## src/rtl/biu_x86.sv

```systemverilog
// Bus interface unit: byte/word loads and stores at segment:offset over an 8- or 16-bit
// external bus, sequenced as one or two beats with configurable wait states.
module biu_x86 #(
  parameter int unsigned DATA_W      = 8,
  parameter int unsigned WAIT_STATES = 0
) (
  input  logic                         clock,
  input  logic                         reset_n,
  input  logic                         req,
  input  logic                         we,
  input  logic                         word,
  input  logic                         sext,
  input  logic [15:0]                  seg,
  input  logic [15:0]                  off,
  input  logic [15:0]                  wdata,
  output logic                         busy,
  output logic                         done,
  output logic [15:0]                  rdata,
  output logic [19-$clog2(DATA_W/8):0] address,
  output logic [DATA_W/8-1:0]          be,
  input  logic [DATA_W-1:0]            data_in,
  output logic [DATA_W-1:0]            out,
  output logic                         wren
);

  localparam int unsigned AW = 20 - $clog2(DATA_W / 8);
  localparam int unsigned BW = DATA_W / 8;
  localparam logic [2:0] LastWait = 3'(WAIT_STATES);

  if (!(DATA_W == 8 || DATA_W == 16)) begin : g_bad_width
    $error("biu_x86: DATA_W must be 8 or 16");
  end
  if (WAIT_STATES > 7) begin : g_bad_wait
    $error("biu_x86: WAIT_STATES must be 0..7");
  end

  typedef enum logic [1:0] {StIdle, StBeat0, StBeat1, StDone} state_e;

  state_e      r_state, w_state_next;
  logic        r_we, r_word, r_sext, r_two;
  logic [15:0] r_wdata, r_rdata;
  logic [19:0] r_ea0, r_ea1;
  logic [2:0]  r_wcnt;
  logic [7:0]  r_lo;

  logic        w_accept, w_beat_end, w_last_beat, w_full, w_lane;
  logic [19:0] w_ea_in0, w_ea_in1, w_ea;
  logic [15:0] w_din16, w_out16, w_load_val;
  logic [7:0]  w_out_byte, w_lane_byte;
  logic [1:0]  w_be2;

  // The second byte wraps within the segment: offset increments modulo 2^16.
  assign w_ea_in0 = {seg, 4'h0} + {4'h0, off};
  assign w_ea_in1 = {seg, 4'h0} + {4'h0, off + 16'd1};

  assign w_accept    = req && (r_state == StIdle || r_state == StDone);
  assign w_beat_end  = (r_wcnt == LastWait);
  assign w_last_beat = (r_state == StBeat1) || !r_two;
  assign w_ea        = (r_state == StBeat1) ? r_ea1 : r_ea0;
  assign w_full      = (DATA_W == 16) && r_word && !r_two;
  assign w_lane      = (DATA_W == 16) && w_ea[0];
  assign w_out_byte  = (r_state == StBeat1) ? r_wdata[15:8] : r_wdata[7:0];
  assign w_din16     = 16'(data_in);
  assign w_lane_byte = w_lane ? w_din16[15:8] : w_din16[7:0];
  assign w_be2       = w_full ? 2'b11 : (w_lane ? 2'b10 : 2'b01);
  assign w_out16     = w_full ? r_wdata : (w_lane ? {w_out_byte, 8'h00} : {8'h00, w_out_byte});

  always_comb begin
    w_load_val = {(r_sext ? {8{w_lane_byte[7]}} : 8'h00), w_lane_byte};
    if (r_word) w_load_val = w_full ? w_din16 : {w_lane_byte, r_lo};
  end

  always_ff @(posedge clock or negedge reset_n) begin
    if (!reset_n) r_state <= StIdle;
    else          r_state <= w_state_next;
  end

  always_comb begin
    w_state_next = r_state;
    unique case (r_state)
      StIdle, StDone: w_state_next = w_accept ? StBeat0 : StIdle;
      StBeat0:        if (w_beat_end) w_state_next = r_two ? StBeat1 : StDone;
      StBeat1:        if (w_beat_end) w_state_next = StDone;
      default:        w_state_next = StIdle;
    endcase
  end

  always_comb begin
    busy    = (r_state == StBeat0) || (r_state == StBeat1);
    done    = (r_state == StDone);
    address = '0;
    be      = '0;
    out     = '0;
    wren    = 1'b0;
    if (busy) begin
      address = w_ea[19 -: AW];
      be      = w_be2[BW-1:0];
      wren    = r_we;
      if (r_we) out = w_out16[DATA_W-1:0];
    end
  end

  always_ff @(posedge clock or negedge reset_n) begin
    if (!reset_n) begin
      r_we    <= 1'b0;
      r_word  <= 1'b0;
      r_sext  <= 1'b0;
      r_two   <= 1'b0;
      r_wdata <= '0;
      r_rdata <= '0;
      r_ea0   <= '0;
      r_ea1   <= '0;
      r_wcnt  <= '0;
      r_lo    <= '0;
    end else if (w_accept) begin
      r_we    <= we;
      r_word  <= word;
      r_sext  <= sext;
      r_wdata <= wdata;
      r_ea0   <= w_ea_in0;
      r_ea1   <= w_ea_in1;
      r_two   <= word && ((DATA_W == 8) || w_ea_in0[0] || (off == 16'hFFFF));
      r_wcnt  <= '0;
    end else if (busy) begin
      if (!w_beat_end) begin
        r_wcnt <= r_wcnt + 3'd1;
      end else begin
        r_wcnt <= '0;
        if (!r_we) begin
          if (w_last_beat) r_rdata <= w_load_val;
          else             r_lo    <= w_lane_byte;
        end
      end
    end
  end

  assign rdata = r_rdata;

endmodule

```

## config.mk

```make
export PLATFORM = sky130hd
export DESIGN_NAME = biu_x86
export DESIGN_NICKNAME = d
export VERILOG_FILES = /design/src/rtl/biu_x86.sv
export SDC_FILE = /design/constraint.sdc
export NUM_CORES = 1
export LEC_CHECK = 0
export BUFFER_PORTS_ARGS = -buffer_cell sky130_fd_sc_hd__buf_4
export CAP_MARGIN = 20
export CORE_ASPECT_RATIO = 1.2
export CORE_MARGIN = 2
export CORE_UTILIZATION = 60
export DETAILED_ROUTE_END_ITERATION = 7
export PLACE_DENSITY_LB_ADDON = 0.3
export REMOVE_ABC_BUFFERS = 1
export SLEW_MARGIN = 10
export SYNTH_ARGS = -nofsm -noshare
export SYNTH_HDL_FRONTEND = slang
export SYNTH_SLANG_ARGS = --single-unit
```

## constraint.sdc

```tcl
create_clock -name clock -period 3.8 [get_ports clock]
set_clock_uncertainty 0.1 [all_clocks]
set_input_delay 0.38 -clock clock [delete_from_list [all_inputs] [get_ports clock]]
set_output_delay 0.38 -clock clock [all_outputs]
set_load 0.02 [all_outputs]
```

==> implementation parameters, run 1 <==
Parameter                              Value

Routing
  Vias ... 4775
  Final ANT Viol Nets ... 0
  Post-detailed-route via-to-cell ratio ... 5.72
  Drc violations ... 0
  Iteration count of the initial detailed-routing pass ... 5
  First DRT Iteration DRCs ... 269
  Total routed wirelength ... 13100 um
  Average detailed-routed wire length per instance ... 15.7 um

Floorplanning
  Core region area ... 8660 sq um
  Starting Density ... 0.622
  Core Rows ... 37
  Area of the die ... 9750 sq um
  Chip width ... 90.5 um
  Ports ... 110
  Die outline height ... 108 um

Synthesis
  Largest cells by area after synthesis ... sky130_fd_sc_hd__dfrtp_1 41%, sky130_fd_sc_hd__nand2_1 10%, sky130_fd_sc_hd__mux2i_1 7.4%
  Share of synthesized registers carrying an async set or reset ... 1.00
  Fraction of the yosys area taken by sequential cells ... 0.409
  Count of distinct cell types in the synthesized netlist ... 52
  Mean instance size in the synthesized netlist ... 8.73 sq um
  Synthesized instance count ... 617
  Synth warnings ... 0
  Number of synthesized flops with an enable pin ... 0
  Top_reg_cell synth ... sky130_fd_sc_hd__dfrtp_1
  Number of synthesized register bits ... 88
  Yosys top cell by area ... sky130_fd_sc_hd__dfrtp_1
  Yosys top cell area share ... 0.409
  Netlist area before placement ... 5390 sq um

Clocking
  Clock Path Buffers ... 2
  Resized cells post-CTS ... 0
  # H-tree levels ... 3
  Clock input transition at the sequential cells of the worst setup and hold paths ... 0.08 ns
  Setup Buffers After CTS ... 0
  Clock tree root driver cell ... sky130_fd_sc_hd__clkbuf_8
  TritonCTS clock tree ... done
  Number of CTS-inserted buffers ... 9
  Clock sink count ... 88
  Skew-Pair Late Insertion Delay ... 0.36 ns

STA
  Share of the cycle needed by the critical path after routing ... 0.792
  Max-slew violation count ... 0
  Hold Fails Final Rpt ... 0
  Highest clock frequency the design can meet ... 332 MHz
  Post-route setup TNS ... 0 ns
  Total of endpoints with negative setup slack in the final report ... 0
  Setup repair after global routing missed its margin ... false
  Crit path time final ... 3.01 ns
  Transition time at the pin with the least slew margin ... 1.02 ns
  Slew HR ... 0.320

Global route
  Global routing met2 resource utilization ... 0.485
  Wire length of the first global-routing pass ... 21500 um
  GR Overflow Total ... 0
  Met3 GRT Util ... 0.0371
  Largest net degree at the start of global routing ... 89
  Via count of the first global-routing pass ... 4635
  GRT Util Overall ... 0.275
  Most used routing layer ... met2
  Grt met1 use ... 0.345
  Initial antenna violation count ... 0

Place
  Port Buf Inserts ... 109
  HPWL Detailed ... 9480 um
  Placer's final routability congestion estimate ... 0.924

Run status
  Run status ... complete, no violations

Power
  Largest vdd supply drop ... 0.000397 V
  Seq pwr share ... 0.326
  Combinational share of power ... 0.538
  Switching Fraction ... 0.440
  Clk pwr share ... 0.136
  Power density over the cells ... 791 nW/um^2
  Internal Dissipation ... 2.88 mW
  Final Power ... 5.15 mW
  Leakage component of the power ... 3.16 nW
  Power spent charging and discharging nets ... 2.26 mW

Cells and area
  Number of nets in the final layout ... 807
  Ant diodes ... 0
  FF+latch area ... 2200 sq um
  Count of filler cells inserted in the layout ... 650
  Area growth, synth to finish ... 20.9%
  Fraction of layout cells with a size suffix above 1 ... 0.205
  Area of combinational cells with multiple inputs ... 3000 sq um

Setup path
  Worst path arrival time ... 3.14 ns
  Category of the worst setup path launch point ... input port
  Maximum fanout encountered on the critical timing path ... 6
  CP Class ... input port to flip-flop
  Required time of the worst setup path ... 3.93 ns
  Type of element capturing the critical path ... flip-flop

Job
  Max-Cap Viols ... 0

Worst hold path
  Worst hold path type ... input port to flip-flop
-- power groups by stage --
stage | sequential, mW | combinational (mW) | clock, mW
floorplan | 1.71 | 1.72 | 0
global placement | 1.66 | 2.67 | 0
detailed placement | 1.69 | 2.74 | 0
CTS | 1.68 | 2.76 | 0.703
global route | 1.74 | 3.06 | 0.742
finish | 1.68 | 2.77 | 0.699
-- layout make-up --
type,count,share of cell area
inverter,15,0.00865
sequential,88,0.338
tap,117,0.0225
timing repair buffer,115,0.137
clock buffer,12,0.0254
clock inverter,4,0.00788
multi-input combinational,484,0.460
-- cell usage after synthesis (4+ instances only) --
cell type and count:
sky130_fd_sc_hd__dfrtp_1 88, sky130_fd_sc_hd__a21oi_1 24, sky130_fd_sc_hd__o21ai_0 57, sky130_fd_sc_hd__o21a_1 6, sky130_fd_sc_hd__o31ai_1 5, sky130_fd_sc_hd__mux2_2 8
sky130_fd_sc_hd__xor2_1 12, sky130_fd_sc_hd__and3_1 5, sky130_fd_sc_hd__o21bai_1 4, sky130_fd_sc_hd__a21o_1 6, sky130_fd_sc_hd__a211oi_1 8, sky130_fd_sc_hd__nand2_1 146
sky130_fd_sc_hd__xnor2_1 19, sky130_fd_sc_hd__nor3_1 6, sky130_fd_sc_hd__mux2i_1 40, sky130_fd_sc_hd__buf_2 6, sky130_fd_sc_hd__and2_1 4, sky130_fd_sc_hd__clkbuf_1 20
sky130_fd_sc_hd__ha_1 30, sky130_fd_sc_hd__nand3_1 15, sky130_fd_sc_hd__nor2_1 51, sky130_fd_sc_hd__inv_1 15
-- sequential cells by signal, summed over array words and instances (netlist names) --
register,count
rdata,16
r_wcnt,3
r_state,2
r_ea0,20
r_two,1
r_we,1
r_wdata,16
r_sext,1
r_lo,8
r_ea1,20
-- worst paths after layout --
kind	from	to	slack [ns]	cells after the start
worst max-delay path	off[5]	r_ea1[16]	0.79	13
worst min-delay path	wdata[15]	r_wdata[15]	0.11	3
worst max register to register	r_state[0]	r_ea0[14]	1.26	7
worst min register to register	r_wdata[12]	r_wdata[12]	0.38	2
max in group asynchronous	reset_n	r_wcnt[2]	2.56	3
min in group asynchronous	reset_n	rdata[1]	0.42	2
-- metrics by stage --
step	hold WS [ns]	utilization	worst slack, ns	cell area [sq um]	instances
6_report	0.108	0.752	0.789	6510	835
5_1_grt	0.104	0.752	0.610	6510	835
4_1_cts	0.0975	0.746	0.837	6460	832
3_5_place_dp	0.363	0.721	0.469	6240	816
3_3_place_gp	0.356	0.721	0.617	6240	816
2_1_floorplan	-0.0156	-	0.499	5250	587
-- timing repair --
item	in CTS	in global routing
endpoints found under the hold margin	0	35
hold buffers	0	1
endpoints found under the setup margin	0	0
-- cell families (layout without fill, tap and decap cells) --
family | count (synthesis) | after routing | share of synthesized area
xor+xnor | 31 | 31 | 0.0504
buf+inv | 45 | 146 | 0.0362
mux | 48 | 48 | 0.0911
simple gates | 241 | 241 | 0.185
compound gates | 132 | 132 | 0.152
fa+ha+maj | 32 | 32 | 0.0771
flops | 88 | 88 | 0.409
-- critical path, stage by stage --
cell and delay, ns:
sky130_fd_sc_hd__buf_4 0.08, sky130_fd_sc_hd__inv_1 0.07, sky130_fd_sc_hd__nor3_1 0.38, sky130_fd_sc_hd__nand4_1 0.27, sky130_fd_sc_hd__nor2_1 0.27, sky130_fd_sc_hd__xor2_1 0.17
sky130_fd_sc_hd__ha_1 0.32, sky130_fd_sc_hd__a211oi_2 0.26, sky130_fd_sc_hd__o21bai_1 0.13, sky130_fd_sc_hd__a21o_1 0.19, sky130_fd_sc_hd__a221o_1 0.39, sky130_fd_sc_hd__xnor2_1 0.16
sky130_fd_sc_hd__o21ai_1 0.07
-- layout by cell type (no fill, tap or decap), types with 8 or more instances in the layout --
master	count
sky130_fd_sc_hd__a211oi_1	8
sky130_fd_sc_hd__a21oi_1	24
sky130_fd_sc_hd__buf_4	112
sky130_fd_sc_hd__clkbuf_8	12
sky130_fd_sc_hd__dfrtp_1	88
sky130_fd_sc_hd__ha_1	29
sky130_fd_sc_hd__inv_1	15
sky130_fd_sc_hd__mux2_2	8
sky130_fd_sc_hd__mux2i_1	40
sky130_fd_sc_hd__nand2_1	145
sky130_fd_sc_hd__nand3_1	15
sky130_fd_sc_hd__nor2_1	51
sky130_fd_sc_hd__o21ai_0	56
sky130_fd_sc_hd__xnor2_1	19
sky130_fd_sc_hd__xor2_1	12
-- per-layer routing --
layer | up-vias | share of wire
met1 | 2276 | 0.41
li1 | 2306 | -
met5 | - | 0
met3 | 24 | 0.055
met4 | 0 | 0.019
met2 | 169 | 0.52
(Power assumes the default switching activity.)
==> run 2, diff against run 1 <==
--- a/config.mk
+++ b/config.mk
@@ -9,7 +9,7 @@
 export CAP_MARGIN = 20
 export CORE_ASPECT_RATIO = 1.2
 export CORE_MARGIN = 2
-export CORE_UTILIZATION = 60
+export CORE_UTILIZATION = 50
 export DETAILED_ROUTE_END_ITERATION = 7
 export PLACE_DENSITY_LB_ADDON = 0.3
 export REMOVE_ABC_BUFFERS = 1
==> constraint.sdc (replaced) <==
create_clock -name clock -period 2.48 [get_ports clock]
set_clock_uncertainty 0.1 [all_clocks]
set_input_delay 0.248 -clock clock [delete_from_list [all_inputs] [get_ports clock]]
set_output_delay 0.248 -clock clock [all_outputs]
set_load 0.02 [all_outputs]
==> implementation parameters, run 2 (synthesis results as in run 1) <==
Parameter                              Value

Clocking
  Clock input transition at the sequential cells of the worst setup and hold paths ... 0.06 ns
  Clock Path Buffers ... 2
  # H-tree levels ... 3
  Skew-Pair Late Insertion Delay ... 0.33 ns
  Clock tree root driver cell ... sky130_fd_sc_hd__clkbuf_16
  Number of CTS-inserted buffers ... 9
  Clock sink count ... 88
  TritonCTS clock tree ... done

Floorplanning
  Die outline height ... 118 um
  Starting Density ... 0.512
  Core region area ... 10500 sq um
  Chip width ... 98.8 um
  Ports ... 110
  Area of the die ... 11600 sq um
  Core Rows ... 41

STA
  Max-slew violation count ... 0
  Crit path time final ... 2.47 ns
  Worst-case hold slack ... 0.00608 ns
  Slew HR ... 0.321
  Share of the cycle needed by the critical path after routing ... 0.996
  Total of endpoints with negative setup slack in the final report ... 0
  Post-route setup TNS ... 0 ns
  Final setup slack of the worst path ... 0.0111 ns
  Highest clock frequency the design can meet ... 405 MHz
  Hold Fails Final Rpt ... 0
  Transition time at the pin with the least slew margin ... 1.02 ns
  Setup repair after global routing missed its margin ... true

Routing
  Average detailed-routed wire length per instance ... 15.2 um
  Total routed wirelength ... 13800 um
  Vias ... 4989
  First DRT Iteration DRCs ... 275
  Final ANT Viol Nets ... 0
  Post-detailed-route via-to-cell ratio ... 5.48
  Iteration count of the initial detailed-routing pass ... 7
  Drc violations ... 0

Setup path
  Required time of the worst setup path ... 2.60 ns
  CP Class ... input port to flip-flop
  Reg2reg path depth ... 6
  Cell family with the largest share of critical-path delay ... compound AO/OA/AOI/OAI gates
  Type of element capturing the critical path ... flip-flop
  Crit. Startpoint ... off[3]
  Largest incremental delay on the critical path ... 0.36 ns
  Max stage delay cell, worst path ... sky130_fd_sc_hd__a221o_1
  Maximum fanout encountered on the critical timing path ... 4
  Worst path arrival time ... 2.59 ns
  Reg-to-reg endpoint ... r_lo[1]
  Buf+Inv Stages, Crit Path ... 2
  Series of cell instances along the critical path ... buf_8 -> nand2_4 -> nor3_4 -> buf_4 -> nand3_1 -> nor2_2 -> nand2_1 -> xnor2_1 -> ha_1 -> o21ai_1 -> o21bai_1 -> a21o_1 -> a221o_1 -> xnor2_1 -> o21ai_1
  Worst setup path endpoint ... r_ea1[16]
  R2R Setup Slk ... 0.28 ns
  Category of the worst setup path launch point ... input port
  Startpoint of the most critical register-to-register path ... r_wcnt[0]
  Number of gates on the worst path with buffers counted ... 15

Worst hold path
  Worst hold path type ... input port to flip-flop

Cells and area
  Final core area utilization ... 0.682
  Number of nets in the final layout ... 870
  Count of filler cells inserted in the layout ... 843
  Fraction of layout cells with a size suffix above 1 ... 0.280
  Registers with the most flip-flops ... r_ea0: 20 flops, r_ea1: 20 flops
  Area growth, synth to finish ... 33.1%
  Ant diodes ... 0
  Most frequent standard cell in the layout excluding fill and tap cells ... sky130_fd_sc_hd__buf_4
  Leading cell types in the layout, fill and taps excluded ... 168 x sky130_fd_sc_hd__buf_4, 143 x sky130_fd_sc_hd__nand2_1, 88 x sky130_fd_sc_hd__dfrtp_1

Place
  Placer's final routability congestion estimate ... 0.946
  HPWL Detailed ... 10200 um
  Port Buf Inserts ... 109
  Pre-CTS worst setup slack ... -0.673 ns

Global route
  Initial antenna violation count ... 0
  Largest net degree at the start of global routing ... 45
  Via count of the first global-routing pass ... 5011
  Wire length of the first global-routing pass ... 23000 um
  GR Overflow Total ... 0
  GRT Util Overall ... 0.240

Power
  Power density over the cells ... 1160 nW/um^2
  Final Power ... 8.31 mW
  Leakage component of the power ... 3.50 nW
  Largest vdd supply drop ... 0.000545 V

Job
  Max-Cap Viols ... 0

Run status
  Run status ... complete, no violations
## run 2: cell count changes in the layout (fill, tap and decap cells not counted), moves of 3 or more
cell                            change
sky130_fd_sc_hd__clkbuf_16          +9
sky130_fd_sc_hd__dlygate4sd3_1      +5
sky130_fd_sc_hd__buf_4             +56
sky130_fd_sc_hd__o21ai_1            +3
sky130_fd_sc_hd__clkbuf_8          -12
sky130_fd_sc_hd__o21ai_0            -5
## run 2: stage by stage
| step | std cells | instance area, sq um |
|---|---|---|
| 4_1_cts | 904 | 7080 |
| 3_3_place_gp | 879 | 6670 |
| 3_5_place_dp | 879 | 6670 |
| 6_report | 910 | 7170 |
| 2_1_floorplan | 587 | 5250 |
| 5_1_grt | 910 | 7170 |
## run 2: how the worst min path moves through the flow
stage / startpoint / to / slack [ns] / cells after the start
global route: wdata[15] / r_wdata[15] / 0.009 / 3
detailed placement: reset_n / rdata[0] / 0.18 / 1
CTS: wdata[8] / r_wdata[8] / 0.002 / 3
global placement: reset_n / rdata[0] / 0.17 / 1
finish: sext / r_sext / 0.006 / 3
floorplan: reset_n / r_ea0[0] / -0.15 / 0
## run 2: tightest hold or removal path: cells and delay by family
family / cells / cell delay [ns]
AND/OR/NAND/NOR: 2 / 0.08
buffers and inverters: 1 / 0.07
## run 2: routing by layer
layer  vias up  track usage  part of all wire
li1       2441            -                 -
met1      2386        0.305              0.43
met2       144        0.413              0.52
met3        18       0.0338             0.041
met4         0       0.0839             0.014
met5         -            0                 0
## run 2: area by class of cell
class | instances | area (sq um) | area share
Multi-Input combinational cell | 484 | 3090 | 0.431
Sequential cell | 88 | 2200 | 0.307
Timing Repair Buffer | 178 | 1390 | 0.194
Clock buffer | 10 | 229 | 0.0319
Tap cell | 129 | 161 | 0.0225
Inverter | 15 | 56.3 | 0.00785
Clock inverter | 6 | 42.5 | 0.00593
## run 2: power by group
group          internal, mW  switching (mW)  total [mW]
clock network         0.683           0.566        1.25
registers              2.15           0.383        2.53
logic                  1.90            2.63        4.53
## run 2: timing repair
action,CTS,global route
buffers inserted,3,6
resized for setup,13,17
hold buffers,6,0
setup endpoints to repair,7,18
hold endpoints to repair,47,0
pin swaps,15,19
==> run 3, diff against run 2 <==
--- a/config.mk
+++ b/config.mk
@@ -10,9 +10,11 @@
 export CORE_ASPECT_RATIO = 1.2
 export CORE_MARGIN = 2
 export CORE_UTILIZATION = 50
+export CTS_CLUSTER_DIAMETER = 150
 export DETAILED_ROUTE_END_ITERATION = 7
 export PLACE_DENSITY_LB_ADDON = 0.3
 export REMOVE_ABC_BUFFERS = 1
+export SETUP_SLACK_MARGIN = 0.3
 export SLEW_MARGIN = 10
 export SYNTH_ARGS = -nofsm -noshare
 export SYNTH_HDL_FRONTEND = slang
==> implementation parameters, run 3 (synthesis results as in run 1) <==
Parameter                              Value

Run status
  Run status ... finished, violations left
  Failing checks ... negative setup slack

Clocking
  Number of CTS-inserted buffers ... 9
  Skew-Pair Late Insertion Delay ... 0.33 ns
  TritonCTS clock tree ... done
  Clock input transition at the sequential cells of the worst setup and hold paths ... 0.07 ns
  # H-tree levels ... 3
  Clock sink count ... 88
  Clock tree root driver cell ... sky130_fd_sc_hd__clkbuf_16
  Clock Path Buffers ... 2

Routing
  First DRT Iteration DRCs ... 248
  Average detailed-routed wire length per instance ... 15.8 um
  Iteration count of the initial detailed-routing pass ... 4
  Detailed-route wire length on metal 1 ... 6230 um
  Total routed wirelength ... 14600 um
  Vias ... 5073
  Top routing layer in use ... met4
  Post-detailed-route via-to-cell ratio ... 5.48
  Routed length on met2 ... 7610 um
  Final ANT Viol Nets ... 0
  Routed wire length on met3 ... 562 um
  Drc violations ... 0

Global route
  Via count of the first global-routing pass ... 5079
  GR Overflow Total ... 0
  Wire length of the first global-routing pass ... 23300 um
  Largest net degree at the start of global routing ... 45
  Initial antenna violation count ... 0
  GRT Util Overall ... 0.244

Cells and area
  Count of filler cells inserted in the layout ... 750
  Most frequent standard cell in the layout excluding fill and tap cells ... sky130_fd_sc_hd__buf_4
  Leading cell types in the layout, fill and taps excluded ... 172 x sky130_fd_sc_hd__buf_4, 142 x sky130_fd_sc_hd__nand2_1, 88 x sky130_fd_sc_hd__dfrtp_1
  Area growth, synth to finish ... 40.9%
  Registers with the most flip-flops ... r_ea0: 20 flops, r_ea1: 20 flops
  Number of nets in the final layout ... 885
  Fraction of layout cells with a size suffix above 1 ... 0.332
  Ant diodes ... 0

Floorplanning
  Die outline height ... 118 um
  Starting Density ... 0.512
  Area of the die ... 11600 sq um
  Core Rows ... 41
  Ports ... 110
  Core region area ... 10500 sq um
  Chip width ... 98.8 um

Power
  Internal Dissipation ... 5.02 mW
  Power spent charging and discharging nets ... 3.78 mW
  Largest vdd supply drop ... 0.000596 V
  Switching Fraction ... 0.430
  Combinational share of power ... 0.568
  Clk pwr share ... 0.142
  Power density over the cells ... 1160 nW/um^2
  Seq pwr share ... 0.290
  Leakage component of the power ... 3.64 nW
  Final Power ... 8.80 mW

STA
  Max-slew violation count ... 0
  Setup repair after global routing missed its margin ... true
  Slew HR ... 0.568
  Total of endpoints with negative setup slack in the final report ... 2
  Share of the cycle needed by the critical path after routing ... 1.01
  Highest clock frequency the design can meet ... 400 MHz
  Final setup slack of the worst path ... -0.0202 ns
  Transition time at the pin with the least slew margin ... 0.646 ns
  Crit path time final ... 2.50 ns
  Hold Fails Final Rpt ... 0

Job
  Max-Cap Viols ... 0

Place
  Placer's final routability congestion estimate ... 0.946
  HPWL Detailed ... 10200 um
  Port Buf Inserts ... 109
  Pre-CTS worst setup slack ... -0.673 ns

Setup path
  Series of cell instances along the critical path ... buf_8 -> nand2_4 -> nor3_4 -> nand4_1 -> nor2_2 -> nand3_1 -> xnor2_1 -> ha_1 -> o21ai_1 -> o21bai_1 -> a21o_1 -> a221o_1 -> xnor2_1 -> o21ai_1
  Reg2reg path depth ... 7
  Number of gates on the worst path with buffers counted ... 14
  Worst path arrival time ... 2.62 ns
  Maximum fanout encountered on the critical timing path ... 3
  Buf+Inv Stages, Crit Path ... 1
  Max stage delay cell, worst path ... sky130_fd_sc_hd__a221o_1
  Required time of the worst setup path ... 2.60 ns
  Type of element capturing the critical path ... flip-flop
  Category of the worst setup path launch point ... input port
  Cell family with the largest share of critical-path delay ... compound AO/OA/AOI/OAI gates
  CP Class ... input port to flip-flop
  Largest incremental delay on the critical path ... 0.37 ns

Worst hold path
  Worst hold path type ... input port to flip-flop
  Hold Path Stages ... 3
==> run 3: cell types whose count changed in the layout (fill, tap and decap cells not counted), moves of 4 or more <==
cell,before,now
sky130_fd_sc_hd__buf_6,1,9
sky130_fd_sc_hd__a21oi_1,22,18
sky130_fd_sc_hd__nor2_1,49,45
sky130_fd_sc_hd__buf_4,168,172
sky130_fd_sc_hd__ha_1,27,23
==> run 3: power groups by stage <==
stage / combinational (mW) / clock, mW / sequential, mW
6_report: 5.00 / 1.25 / 2.55
5_1_grt: 5.45 / 1.33 / 2.63
4_1_cts: 4.62 / 1.27 / 2.53
3_5_place_dp: 4.49 / 0 / 2.55
3_3_place_gp: 4.37 / 0 / 2.51
2_1_floorplan: 2.64 / 0 / 2.62
==> run 3: repair_timing <==
item / 4_1_cts / 5_1_grt
hold buffers: 6 / 0
pin swaps: 38 / 23
gates resized for setup: 57 / 35
setup buffers: 12 / 10
gates cloned: 0 / 2
endpoints found under the setup margin: 28 / 64
endpoints found under the hold margin: 47 / 0
==> run 3: per-stage QoR <==
stage	setup TNS (ns)	util	instances	hold slack (ns)	instance area, sq um
after floorplan	-39.89	-	587	-0.148	5250
after global placement	-3.84	0.634	879	0.169	6670
after detailed placement	-4.72	0.634	879	0.179	6670
after CTS	0	0.696	913	0.00171	7320
after global routing	-0.327	0.722	925	0.00527	7590
final	-0.0334	0.722	925	0.00934	7590
==> run 3: layout make-up <==
| cell class | instances | area [sq um] | area share |
|---|---|---|---|
| Sequential cell | 88 | 2200 | 0.290 |
| Clock buffer | 10 | 229 | 0.0302 |
| Inverter | 15 | 62.6 | 0.00824 |
| Tap cell | 129 | 161 | 0.0213 |
| Timing Repair Buffer | 192 | 1560 | 0.206 |
| Clock inverter | 6 | 42.5 | 0.00560 |
| Multi-Input combinational cell | 485 | 3330 | 0.439 |
==> run 3: path summary, 6_finish.rpt <==
| check | from | slack [ns] | end |
|---|---|---|---|
| worst max-delay path | off[3] | -0.02 | r_ea1[16] |
| worst min-delay path | wdata[15] | 0.009 | r_wdata[15] |
| worst max register to register | r_wcnt[0] | 0.42 | r_lo[1] |
| worst min register to register | r_ea0[11] | 0.38 | r_ea0[11] |
| max in group asynchronous | reset_n | 1.28 | r_ea0[13] |
| min in group asynchronous | reset_n | 0.34 | rdata[8] |
==> run 3: worst reg2reg max path, cell delays in order (launching register included) <==
cell and delay [ns]:
sky130_fd_sc_hd__dfrtp_1 0.42, sky130_fd_sc_hd__inv_1 0.08, sky130_fd_sc_hd__ha_1 0.18, sky130_fd_sc_hd__nor2b_1 0.24, sky130_fd_sc_hd__nor3b_2 0.33, sky130_fd_sc_hd__nand3b_1 0.13, sky130_fd_sc_hd__buf_4 0.19, sky130_fd_sc_hd__mux2_2 0.28
==> run 3: layer usage <==
metal,global-route usage,vias up
met3,0.0344,23
met4,0.0916,0
met5,0,-
met2,0.422,150
li1,-,2468
met1,0.306,2432
